[src/rtl/jts16_exp_pkg.sv]
// Shared definitions for the i8243-compatible PCM expander.
// Opcodes and port indices come from the MCU's P2[3:0] nibble at the PROG falling edge.
package jts16_exp_pkg;

    localparam int unsigned NIB_W  = 4;
    localparam int unsigned OP_W   = 2;
    localparam int unsigned PSEL_W = 2;
    localparam int unsigned NPORT  = 4;

    localparam logic [OP_W-1:0] OP_READ  = 2'b00;
    localparam logic [OP_W-1:0] OP_WRITE = 2'b01;
    localparam logic [OP_W-1:0] OP_OR    = 2'b10;
    localparam logic [OP_W-1:0] OP_AND   = 2'b11;

    localparam logic [PSEL_W-1:0] PORT_P4 = 2'd0;
    localparam logic [PSEL_W-1:0] PORT_P5 = 2'd1;
    localparam logic [PSEL_W-1:0] PORT_P6 = 2'd2;
    localparam logic [PSEL_W-1:0] PORT_P7 = 2'd3;

    typedef enum logic [1:0] {
        IDLE = 2'd0,
        XFER = 2'd1,
        RDRV = 2'd2
    } state_t;

endpackage

[src/rtl/jts16_exp_port.sv]
// One 4-bit expander port: output register plus output-enable.
// Ports:
//   clk, rst_n  clock, async active-low reset
//   apply_c     one-clock strobe: apply op/data to the register, set oe
//   op          WRITE / OR / AND (READ leaves the register alone)
//   data        nibble from MCU P2
//   rd_c        one-clock strobe: port turns into an input (oe cleared)
//   o, oe       registered port output and output-enable
module jts16_exp_port
    import jts16_exp_pkg::*;
#(
    parameter logic [NIB_W-1:0] PORT_RST = 4'h0
) (
    input  logic             clk,
    input  logic             rst_n,
    input  logic             apply_c,
    input  logic [OP_W-1:0]  op,
    input  logic [NIB_W-1:0] data,
    input  logic             rd_c,
    output logic [NIB_W-1:0] o,
    output logic             oe
);

    logic [NIB_W-1:0] nxt_o_c;

    // OR/AND act on the output register, never on the pin value
    always_comb begin
        nxt_o_c = o;
        case (op)
            OP_WRITE: nxt_o_c = data;
            OP_OR:    nxt_o_c = o | data;
            OP_AND:   nxt_o_c = o & data;
            default:  nxt_o_c = o;
        endcase
    end

    always_ff @(posedge clk or negedge rst_n) begin
        if (!rst_n) begin
            o  <= PORT_RST;
            oe <= 1'b0;
        end else if (apply_c) begin
            o  <= nxt_o_c;
            oe <= 1'b1;
        end else if (rd_c) begin
            oe <= 1'b0;
        end
    end

endmodule

[src/rtl/jts16_pcm_exp.sv]
// i8243-compatible I/O expander (responder side of the T48 PROG/P2 bus).
// PROG falling edge carries opcode/port on P2, rising edge carries data.
// Build option: JTS16_EXP_RDBACK_EN enables READ (port drives back onto P2);
// without it READ is a no-op, p2_oe=0 and p2_o=4'hF.
// Ports:
//   clk, rst_n, cen   clock, async active-low reset, 6 MHz clock enable
//   cs_n, prog_n      chip select (sampled at PROG fall), PROG strobe
//   p2_i / p2_o/p2_oe MCU nibble in, read-back nibble out + its enable
//   pN_i/pN_o/pN_oe   expander ports P4..P7
module jts16_pcm_exp
    import jts16_exp_pkg::*;
#(
    parameter logic [NIB_W-1:0] PORT_RST = 4'h0
) (
    input  logic             clk,
    input  logic             rst_n,
    input  logic             cen,
    input  logic             cs_n,
    input  logic             prog_n,
    input  logic [NIB_W-1:0] p2_i,
    output logic [NIB_W-1:0] p2_o,
    output logic             p2_oe,
    input  logic [NIB_W-1:0] p4_i,
    input  logic [NIB_W-1:0] p5_i,
    input  logic [NIB_W-1:0] p6_i,
    input  logic [NIB_W-1:0] p7_i,
    output logic [NIB_W-1:0] p4_o,
    output logic [NIB_W-1:0] p5_o,
    output logic [NIB_W-1:0] p6_o,
    output logic [NIB_W-1:0] p7_o,
    output logic             p4_oe,
    output logic             p5_oe,
    output logic             p6_oe,
    output logic             p7_oe
);

    state_t            state, nxt_state;
    logic [OP_W-1:0]   op_q, nxt_op;
    logic [PSEL_W-1:0] port_q, nxt_port;
    logic              prog_l;
    logic              fall_c, rise_c;
    logic [NPORT-1:0]  apply_c, rd_c;
    logic [NIB_W-1:0]  port_o  [NPORT];
    logic [NPORT-1:0]  port_oe;

    // PROG edges only exist as seen on cen; glitches between enables vanish
    always_ff @(posedge clk or negedge rst_n) begin
        if (!rst_n)   prog_l <= 1'b1;
        else if (cen) prog_l <= prog_n;
    end

    assign fall_c = cen & ~prog_n &  prog_l;
    assign rise_c = cen &  prog_n & ~prog_l;

    // State and latched opcode/port
    always_ff @(posedge clk or negedge rst_n) begin
        if (!rst_n) begin
            state  <= IDLE;
            op_q   <= OP_READ;
            port_q <= PORT_P4;
        end else begin
            state  <= nxt_state;
            op_q   <= nxt_op;
            port_q <= nxt_port;
        end
    end

    // Next state and port strobes; cs_n only matters at the falling edge
    always_comb begin
        nxt_state = state;
        nxt_op    = op_q;
        nxt_port  = port_q;
        apply_c   = '0;
        rd_c      = '0;
        case (state)
            IDLE: begin
                if (fall_c && !cs_n) begin
                    nxt_op    = p2_i[3:2];
                    nxt_port  = p2_i[1:0];
                    nxt_state = XFER;
`ifdef JTS16_EXP_RDBACK_EN
                    if (p2_i[3:2] == OP_READ) begin
                        nxt_state        = RDRV;
                        rd_c[p2_i[1:0]]  = 1'b1;
                    end
`endif
                end
            end
            XFER: begin
                if (rise_c) begin
                    nxt_state = IDLE;
                    if (op_q != OP_READ) apply_c[port_q] = 1'b1;
                end
            end
            RDRV: begin
                if (rise_c) nxt_state = IDLE;
            end
            default: nxt_state = IDLE;
        endcase
    end

    for (genvar i = 0; i < NPORT; i++) begin : g_port
        jts16_exp_port #(.PORT_RST(PORT_RST)) u_port (
            .clk     (clk),
            .rst_n   (rst_n),
            .apply_c (apply_c[i]),
            .op      (op_q),
            .data    (p2_i),
            .rd_c    (rd_c[i]),
            .o       (port_o[i]),
            .oe      (port_oe[i])
        );
    end

    assign p4_o  = port_o[PORT_P4];
    assign p5_o  = port_o[PORT_P5];
    assign p6_o  = port_o[PORT_P6];
    assign p7_o  = port_o[PORT_P7];
    assign p4_oe = port_oe[PORT_P4];
    assign p5_oe = port_oe[PORT_P5];
    assign p6_oe = port_oe[PORT_P6];
    assign p7_oe = port_oe[PORT_P7];

`ifdef JTS16_EXP_RDBACK_EN
    logic [NIB_W-1:0] pin_c [NPORT];

    assign pin_c[PORT_P4] = p4_i;
    assign pin_c[PORT_P5] = p5_i;
    assign pin_c[PORT_P6] = p6_i;
    assign pin_c[PORT_P7] = p7_i;

    // Read-back driver: enabled at the READ fall, pin refreshed every cen until rise
    always_ff @(posedge clk or negedge rst_n) begin
        if (!rst_n) begin
            p2_oe <= 1'b0;
            p2_o  <= '0;
        end else if (cen) begin
            if (state == IDLE && nxt_state == RDRV) begin
                p2_oe <= 1'b1;
                p2_o  <= pin_c[p2_i[1:0]];
            end else if (state == RDRV) begin
                if (rise_c) p2_oe <= 1'b0;
                else        p2_o  <= pin_c[port_q];
            end
        end
    end
`else
    assign p2_oe = 1'b0;
    assign p2_o  = 4'hF;

    logic unused_pins;
    assign unused_pins = &{1'b0, p4_i, p5_i, p6_i, p7_i};
`endif

endmodule

[config.mk]
export PLATFORM = sky130hd
export DESIGN_NAME = jts16_pcm_exp
export DESIGN_NICKNAME = d
export VERILOG_FILES = /design/src/rtl/jts16_exp_pkg.sv /design/src/rtl/jts16_exp_port.sv /design/src/rtl/jts16_pcm_exp.sv
export SDC_FILE = /design/constraint.sdc
export NUM_CORES = 1
export LEC_CHECK = 0
export BUFFER_PORTS_ARGS = -buffer_cell sky130_fd_sc_hd__buf_2
export CORE_AREA = 2 2 77 79
export DETAILED_ROUTE_END_ITERATION = 10
export DIE_AREA = 0 0 79 81
export MAX_ROUTING_LAYER = met4
export PLACE_DENSITY = 0.58
export SKIP_LAST_GASP = 1
export SYNTH_ARGS = -nofsm -noshare
export SYNTH_HDL_FRONTEND = slang
export SYNTH_SLANG_ARGS = --single-unit
[constraint.sdc]
create_clock -name clk -period 3 [get_ports clk]
set_input_delay 0.3 -clock clk [delete_from_list [all_inputs] [get_ports clk]]
set_output_delay 0.3 -clock clk [all_outputs]
set_load 0.01 [all_outputs]
==> results.toml <==
[run_status]
status = "finished clean"

[pwr]
power_density_nw_per_um2 = 642.8
p_total_mw = 1.108
peakVddDrop_v = 0.0002966
p_leak_nw = 0.6022

[global_routing]
grt_usage_pct = 13.17
grt_pass1_vias = 1281
grt_max_degree = 37
antenna_found_initial = 0
grt_pass1_wl_mm = 6.348
grt.overflow.total = 0

[clock_tree]
cts_tree = "built"
cts_made_buffers = 3
ctsResizeCount = 0
clkTransAtPathRegs_ns = 0.09
cts_root_buf = "clkbuf_8"
post_cts_buffers = 0
max-clock-path-buffers = 2
cts.sinks = 26
htreeDepth = 1
clock_latency_ns = 0.27
cts_hold_buf = 0

[synth]
ys.flop_type = "dfrtp_1"
synthDistinctLibCells = 32
syn_area_per_cell_um2 = 9.777
ys_ff_latch = 26
netlist_instances = 167
yosys.area.top_type_share_pct = 38.31
syn-cell-area_um2 = 1633
synth_edf_count = 0
synthArstFlopShare_pct = 100.0
synthTopCellsByCount = "nand4_1 (41), dfrtp_1 (25), o21ai_0 (21)"
yosys_warnings = 0
yosysTopAreaCell = "dfrtp_1"
ys_seq_area_share_pct = 39.92
ys_top_cells_by_area = "dfrtp_1 (38%), nand4_1 (16%), o21ai_0 (6.4%)"
yosysMostFrequentCell = "nand4_1"

[drt]
dr.pass1.iters = 4
routed_wl_mm = 3.930
vias_per_cell = 5.414
drc = 0
dr.first_iter.drc_count = 123
antenna_left = 0
vias = 1386
wire_per_inst_um = 15.35

[cells_and_area]
multi_input_area_um2 = 777.0
fill_cells = 617
fin_nets = 207
final-seq-area_um2 = 651.9
area_growth_pct = 5.517
drive_gt1_share_pct = 25.41
antennaDiodeCount = 0
final_cells = 256

[critical_path]
worstSetupPathType = "reg2reg"
arrival_ns = 1.81
worstPathCellList = "or2_1 -> nand4_1 -> nand4_1"
cp_num_buf_inv = 0
required_ns = 3.20
crit_path_max_fanout = 27
max_stage_delay_ns = 0.70
crit_slowest_cell = "or2_1"
cp_top_family = "simple AND/OR/NAND/NOR gates"
reg2reg_slack_ns = 1.39
end_kind = "flop"
critPathLaunchType = "flop"
crit_top_cell = "nand4_1"

[floorplan]
core.rowCount = 28
die_area_um2 = 6399
start_util_pct = 28.77
core_area_um2 = 5675
die_y_um = 81
io_pins = 50
die_w_um = 79

[sta]
rsz0062_at_grt = "false"
period_needed_ns = 1.607
fin_worst_skew_ns = 0.002767
final-setup-viol-count = 0
tightestPinTransition_ns = 0.8696
holdWs_ns = 0.01529
relSlewSlack_pct = 41.82
fmax_mhz = 622.3
fin_crit_sh_pct = 53.56
finalSetupTns_ns = 0
finalMaxSlewViolations = 0
final_hold_viol_count = 0

[placed_design]
place.gp.congestion = 0.7585
dpl.cell_count = 252
hpwl_mm = 2.742
portBuffers = 28

[flow_run]
maxCapViolCount = 0

[worst_hold_path]
hold_path.class = "in2async"
## kinds of logic (layout without fill, tap and decap cells)
group                  after synthesis  in the layout  synth area share (%)
flip-flops                          26             26                 39.92
AO/OA/AOI/OAI                       41             41                 15.79
AND/OR/NAND/NOR                     69             69                 27.20
buffers and inverters               24             35                 13.18
multiplexers                         5              5                 3.448
other                                2              5                0.4599
## cell usage in the layout, fill, tap and decap left out, drive strengths merged
cell,n
and4b,1
a31o,3
dfstp,1
a21o,1
nand3,8
inv,2
a31oi,1
buf,29
clkbuf,4
dfrtp,25
o211a,1
o31ai,12
or2,2
nor2,3
and2b,3
o21ai,22
conb,5
nand2b,2
mux2,5
nor2b,8
o211ai,1
nand4,41
nand4b,1
## state kept, by name, indices dropped and copies added, names as in the netlist
signal and count:
g_port.u_port.o 16, g_port.u_port.oe 4, op_q 2, port_q 2
prog_l 1, state 1
## final cells by class
type / count / share of cell area [%]
Clock buffer: 4 / 2.614
Sequential cell: 26 / 37.84
Multi-Input combinational cell: 120 / 45.10
Tap cell: 75 / 5.447
Inverter: 2 / 0.4357
Timing Repair Buffer: 29 / 8.569
## stage by stage
stage | setup WS, ns | utilization (%) | cell area, um2
2_1_floorplan | 1.731 | - | 1644
3_3_place_gp | 1.473 | 29.56 | 1678
3_5_place_dp | 1.454 | 29.56 | 1678
4_1_cts | 1.428 | 30.36 | 1723
5_1_grt | 1.263 | 30.36 | 1723
6_report | 1.393 | 30.36 | 1723
## routing by layer
layer / up-vias / track usage (%) / routed length (um)
met4: 0 / 5.690 / 46
met5: - / - / 0
met2: 45 / 20.34 / 1807
met3: 5 / 2.556 / 214
li1: 670 / - / -
met1: 666 / 16.92 / 1861
## power breakdown
group	switching, mW	internal, mW	leakage, nW	total, mW
Sequential	0.0693	0.405	0.262	0.475
Combinational	0.305	0.127	0.318	0.432
Clock	0.106	0.0950	0.0228	0.201
Total	0.480	0.627	0.602	1.11
## path summary, 6_finish.rpt
kind	from	endpoint	cells after the start
max reg2reg	op_q[1]$_DFFE_PN0P_	g_port[1].u_port.o[1]$_DFFE_PN0P_	3
min	rst_n	g_port[0].u_port.oe$_DFFE_PN0P_	1
min in group clk	prog_n	state[0]$_DFFE_PN0P_	2
max	op_q[1]$_DFFE_PN0P_	g_port[1].u_port.o[1]$_DFFE_PN0P_	3
max in group asynchronous	rst_n	g_port[0].u_port.o[1]$_DFFE_PN0P_	1
min reg2reg	g_port[3].u_port.oe$_DFFE_PN0P_	g_port[3].u_port.oe$_DFFE_PN0P_	1
## worst reg2reg max path, delay by kind of cell (launching register included)
family	cells	cell delay, ns
flops	1	0.49
simple gates	3	1.04
Note: power is estimated with default switching activity, not from simulation.
